[src/rtl/register_file_mp.sv]
// -----------------------------------------------------------------------------
// register_file_mp
//   Multi-ported register file: two write ports (A, B) and two asynchronous
//   read ports. After reset an INIT sweep clears one register per cycle. The
//   ports go live (ready=1) only once every register holds zero.
//
// Parameters
//   DATA_WIDTH  register width in bits
//   NUM_REGS    register count (2..256), AW = $clog2(NUM_REGS)
//   ZERO_REG0   1: register 0 always reads 0 and ignores writes
//
// Ports
//   clk              rising-edge clock
//   rst              synchronous reset, active-high
//   ready            1 when the clear sweep is done and the ports are live
//   we_a/wa_a/wd_a   write port A: enable, address, data
//   we_b/wa_b/wd_b   write port B: enable, address, data (B wins a collision)
//   ra1/rd1, ra2/rd2 read ports: address in, combinational data out
//
// Build option
//   REGFILE_BYPASS_EN  defined: a read that hits a same-cycle write returns
//                      the write data (port B first). Undefined: reads return
//                      the stored value, so a write shows up one cycle later.
// -----------------------------------------------------------------------------
module register_file_mp #(
  parameter int DATA_WIDTH = 32,
  parameter int NUM_REGS   = 32,
  parameter bit ZERO_REG0  = 1'b1,
  localparam int AW        = $clog2(NUM_REGS)
) (
  input  logic                  clk,
  input  logic                  rst,
  output logic                  ready,
  input  logic                  we_a,
  input  logic [AW-1:0]         wa_a,
  input  logic [DATA_WIDTH-1:0] wd_a,
  input  logic                  we_b,
  input  logic [AW-1:0]         wa_b,
  input  logic [DATA_WIDTH-1:0] wd_b,
  input  logic [AW-1:0]         ra1,
  input  logic [AW-1:0]         ra2,
  output logic [DATA_WIDTH-1:0] rd1,
  output logic [DATA_WIDTH-1:0] rd2
);

  typedef enum logic {
    ST_INIT,
    ST_RUN
  } state_e;

  localparam logic [AW-1:0] LAST_IDX = AW'(NUM_REGS - 1);

  state_e                  state_q, state_d;
  logic [AW-1:0]           init_cnt_q, init_cnt_d;
  logic [DATA_WIDTH-1:0]   rf_q [NUM_REGS];
  logic                    wr_a, wr_b;

  // An address is usable if it exists and is not the hardwired zero register.
  function automatic logic addr_ok(input logic [AW-1:0] addr);
    addr_ok = (int'(addr) < NUM_REGS) && !(ZERO_REG0 && (addr == '0));
  endfunction

  // ---------------------------------------------------------------------------
  // Control FSM: INIT sweeps init_cnt over every register, then RUN until rst.
  // ---------------------------------------------------------------------------
  always_comb begin
    // NOTE: every output of this block gets a default first so no path leaves
    // a variable unassigned, which would otherwise infer a latch.
    state_d    = state_q;
    init_cnt_d = init_cnt_q;
    case (state_q)
      ST_INIT: begin
        if (init_cnt_q == LAST_IDX) begin
          state_d = ST_RUN;
        end else begin
          init_cnt_d = init_cnt_q + 1'b1;
        end
      end
      ST_RUN:  state_d = ST_RUN;
      default: state_d = ST_INIT;
    endcase
  end

  // NOTE: sequential state is updated with non-blocking assignments so every
  // flop samples pre-edge values regardless of block ordering.
  always_ff @(posedge clk) begin
    if (rst) begin
      state_q    <= ST_INIT;
      init_cnt_q <= '0;
    end else begin
      state_q    <= state_d;
      init_cnt_q <= init_cnt_d;
    end
  end

  assign ready = (state_q == ST_RUN);

  // ---------------------------------------------------------------------------
  // Write path. On an address collision port A is suppressed so B's data lands.
  // ---------------------------------------------------------------------------
  assign wr_a = (state_q == ST_RUN) && we_a && addr_ok(wa_a)
                && !(we_b && (wa_b == wa_a));
  assign wr_b = (state_q == ST_RUN) && we_b && addr_ok(wa_b);

  // NOTE: the storage array has no reset branch; the INIT sweep zeroes it, so
  // it can map onto plain storage without a reset net on every bit.
  always_ff @(posedge clk) begin
    if (!rst) begin
      if (state_q == ST_INIT) begin
        rf_q[init_cnt_q] <= '0;
      end else begin
        if (wr_a) rf_q[wa_a] <= wd_a;
        if (wr_b) rf_q[wa_b] <= wd_b;
      end
    end
  end

  // ---------------------------------------------------------------------------
  // Read path: zero while INIT or for unusable addresses.
  // ---------------------------------------------------------------------------
  always_comb begin
    rd1 = '0;
    rd2 = '0;
    if (state_q == ST_RUN) begin
      if (addr_ok(ra1)) rd1 = rf_q[ra1];
      if (addr_ok(ra2)) rd2 = rf_q[ra2];
`ifdef REGFILE_BYPASS_EN
      // wr_a/wr_b already exclude invalid addresses; B is applied last so it
      // wins a double match, just as it wins the write itself.
      if (wr_a && (wa_a == ra1)) rd1 = wd_a;
      if (wr_b && (wa_b == ra1)) rd1 = wd_b;
      if (wr_a && (wa_a == ra2)) rd2 = wd_a;
      if (wr_b && (wa_b == ra2)) rd2 = wd_b;
`endif
    end
  end

endmodule
[config.mk]
export PLATFORM = sky130hd
export DESIGN_NAME = register_file_mp
export DESIGN_NICKNAME = d
export VERILOG_FILES = /design/src/rtl/register_file_mp.sv
export SDC_FILE = /design/constraint.sdc
export NUM_CORES = 2
export LEC_CHECK = 0
export ABC_CLOCK_PERIOD_IN_PS = 4500
export CORE_ASPECT_RATIO = 0.75
export CORE_MARGIN = 1
export CORE_UTILIZATION = 40
export CTS_CLUSTER_DIAMETER = 80
export DETAILED_ROUTE_END_ITERATION = 10
export PLACE_DENSITY = 0.55
export SYNTH_ARGS = -nofsm -noshare
export SYNTH_HDL_FRONTEND = slang
export SYNTH_SLANG_ARGS = --single-unit
[constraint.sdc]
create_clock -name clk -period 4.5 [get_ports clk]
set_input_delay 0.45 -clock clk [delete_from_list [all_inputs] [get_ports clk]]
set_output_delay 0.45 -clock clk [all_outputs]
set_load 0.05 [all_outputs]
==> metrics.yaml <==
hold_class: "input port to register"
finalNetCount: 4686
crit_path_max_fanout: 32
relSlewSlack: 0.0589
path_delay_family: "buffers and inverters"
slowest_stage: "dfxtp_1"
syn_area_um2: 58500
max_freq_ghz: 0.239
internal-power_w: 0.0159
cts_resized: 0
worst_slew_pin_slew_ns: 1.41
worstPathRequired_ns: 4.05
placed_cell_area_um2: 62900
synth_compound_area_frac: 0.110
p_sw_w: 0.00484
timing.rr.end: "rf_q[12][13]"
initial_utilization: 0.403
p_clk_frac: 0.425
overflow: 0
p_leak_nw: 19.8
antenna_found_initial: 6
cts_tree: "yes"
place_congestion: 0.824
netlist_instances: 4719
setup-tns-final_ns: 0
fin_skew_ns: 0.0278
detailed_place_hpwl_um: 126000
io_pins: 153
preCtsSetupSlack_ns: 0.352
drv_cap: 0
ys_seq_area_frac: 0.528
arrival_ns: 3.73
min_to: "rf_q[28][18]"
finalNonFillerCells: 6589
rows: 121
grt_start_max_net_pins: 65
synth_top_family_by_area: "multiplexers"
drc: 0
postCtsSetupBuffers: 0
grt_pass1_wl_um: 312000
clock_latency_ns: 0.75
wirelength_um: 223000
grt.total_usage: 0.299
synth_edf_count: 1024
synthAdderAreaFrac: 0.000428
synthMuxAreaShare: 0.242
synth-xor-area-share: 0.00120
core-area_um2: 145000
root_buffer: "clkbuf_16"
cts_made_buffers: 106
r2r_setup_slack_ns: 0.81
switching_share: 0.234
cpPeakStageDelay_ns: 0.72
vias_per_cell: 6.42
pwr-share-seq: 0.506
combPwrFrac: 0.068
powerDensity_nw_per_um2: 313
async_reset_ff_frac: 0
h-tree-depth: 3
vdd_drop_max_mv: 0.293
cts_hold_buf: 0
first_global_vias: 40100
ys_seq_elements: 1030
final_antenna_net_count: 0
clkSinkCount: 1030
final_cell_area_um2: 66200
cts.path.max_buffers: 3
finish.utilization: 0.456
finalSetupViolations: 0
r2r_start: "ready"
min_period_ns: 4.18
rsz0062_at_grt: "no"
hold_depth: 3
dp_cells: 6394
avgSynthCellArea_um2: 12.4
areaGrowthSynthToFinish_pct: 13.2
die_h_um: 333
path_common_cell: "buf_4"
num_vias: 42300
status: "finished clean"
yosys_warnings: 0
clk_pin_slew_worst_paths_ns: 0.07
die_w_um: 444
critPathCaptureType: "primary output"
synth_nets: 4809
startpoint_type: "register"
yosys.area_share.simple: 0.0747
first_pass_iters: 6
crit_chain: "buf_4 -> or4b_2 -> buf_4 -> o22a_1 -> o221ai_1 -> buf_4"
port-buffer-count: 152
cp_num_buf_inv: 3
rr_worst_depth: 6
hold_viol: 0
drtIter0Drc: 6437
fin_crit_sh: 0.929
ys.flop_type: "edfxtp_1"
drv_slew: 0
drive_gt1_frac: 0.217
avgRoutedWirePerCell_um: 33.9
synth_cell_types: 44
hp-start: "wd_a[18]"
critPathKind: "register to primary output"
fill_cells: 12800
layout_setup_ws_ns: 0.319
die_area_um2: 148000
synth_stat cells (3+ instances only):
cell type / number / area share
and3b_1: 3 / 0.00045
buf_1: 62 / 0.0040
buf_2: 112 / 0.0096
clkbuf_1: 420 / 0.027
dfxtp_1: 6 / 0.0021
edfxtp_1: 1024 / 0.53
inv_1: 35 / 0.0022
mux2i_1: 262 / 0.045
mux4_2: 512 / 0.20
nand2_1: 1033 / 0.066
nand2b_1: 4 / 0.00043
nand3_1: 5 / 0.00043
nand3b_1: 4 / 0.00051
nor2_1: 10 / 0.00064
nor2_4: 3 / 0.00058
nor3_1: 23 / 0.0020
nor3b_1: 6 / 0.00077
nor4_1: 9 / 0.00096
o21ai_0: 988 / 0.085
o21ai_1: 6 / 0.00051
o21bai_1: 28 / 0.0036
o221ai_1: 64 / 0.0096
o22a_1: 64 / 0.0096
o22ai_1: 3 / 0.00032
xor2_1: 6 / 0.00090
state kept, by name (all words and copies together) (netlist names):
| register | flops |
|---|---|
| init_cnt_q | 5 |
| ready | 1 |
| rf_q | 1024 |
cells in the final DEF (no fill, tap or decap), types with 10 or more instances in the layout:
| master | Yosys | final |
|---|---|---|
| clkinv_1 | 0 | 28 |
| inv_1 | 35 | 35 |
| o21ai_0 | 988 | 988 |
| o21bai_4 | 0 | 28 |
| clkbuf_16 | 0 | 109 |
| o221ai_1 | 64 | 64 |
| clkinv_2 | 0 | 19 |
| nand2_1 | 1033 | 1033 |
| mux4_2 | 512 | 512 |
| buf_12 | 0 | 70 |
| o22a_1 | 64 | 64 |
| buf_4 | 0 | 207 |
| clkbuf_1 | 420 | 25 |
| mux2i_1 | 262 | 262 |
| nor4_2 | 1 | 10 |
| edfxtp_1 | 1024 | 1024 |
| nor3_2 | 0 | 18 |
| clkdlybuf4s50_1 | 0 | 81 |
worst reg2reg max path: stages (launching register included):
cell and delay [ns]:
dfxtp_1 0.72, and2b_1 0.28, o311ai_4 0.12, a31oi_4 0.64
a32oi_4 0.46, o21bai_4 0.90, buf_12 0.26
routing by layer:
metal,routed length [um],global-route usage
met1,90000,0.425
met5,27,0
met4,9150,0.110
met2,97600,0.443
met3,26500,0.0753
through the flow:
step	hold slack [ns]	total power (W)
final	0.460	0.0207
after global routing	0.456	0.0212
after CTS	0.421	0.0208
after detailed placement	0.586	0.0121
after global placement	0.581	0.0121
after floorplan	0.519	0.0116
power groups by stage:
stage                     combinational, W  clock [W]  sequential [W]
final                              0.00142    0.00881          0.0105
after detailed placement           0.00141          0          0.0107
after global routing               0.00148    0.00924          0.0105
after CTS                          0.00141    0.00889          0.0105
after global placement             0.00141          0          0.0107
after floorplan                   0.000906          0          0.0107
logic make-up (layout without fill, tap and decap cells):
kind of cell               after synthesis  after routing
muxes                                  776            776
buffers and inverters                  631            594
xor gates and xnor gates                 8              8
AOI/OAI and AO/OA                     1161           1161
and+or+nand+nor                       1111           1111
adders and majority gates                2              2
DFF                                   1030           1030
other                                    0              1
worst max-delay path by stage:
stage                  from      endpoint  slack [ns]  cells past startpoint
global route          ready       rd1[11]        0.23                      6
finish                ready       rd2[11]        0.32                      6
CTS                   ready       rd1[11]        0.30                      6
global placement    wa_a[3]  rf_q[12][13]        0.31                      7
floorplan           wa_a[3]    rf_q[1][0]        0.48                      8
detailed placement  wa_a[4]  rf_q[12][15]        0.35                      7
layout make-up:
class / instances / area, um^2 / share of cell area
flip-flops and latches: 1030 / 30900 / 0.466
clock buffers: 134 / 2820 / 0.0426
inverters: 35 / 131 / 0.00198
multi-input cells: 3058 / 25600 / 0.387
diodes: 1 / 2.50 / 0.0000378
repair buffers: 365 / 3860 / 0.0583
clock inverters: 60 / 489 / 0.00739
well taps: 1906 / 2380 / 0.0360
Power figures use the tool's default switching activity.
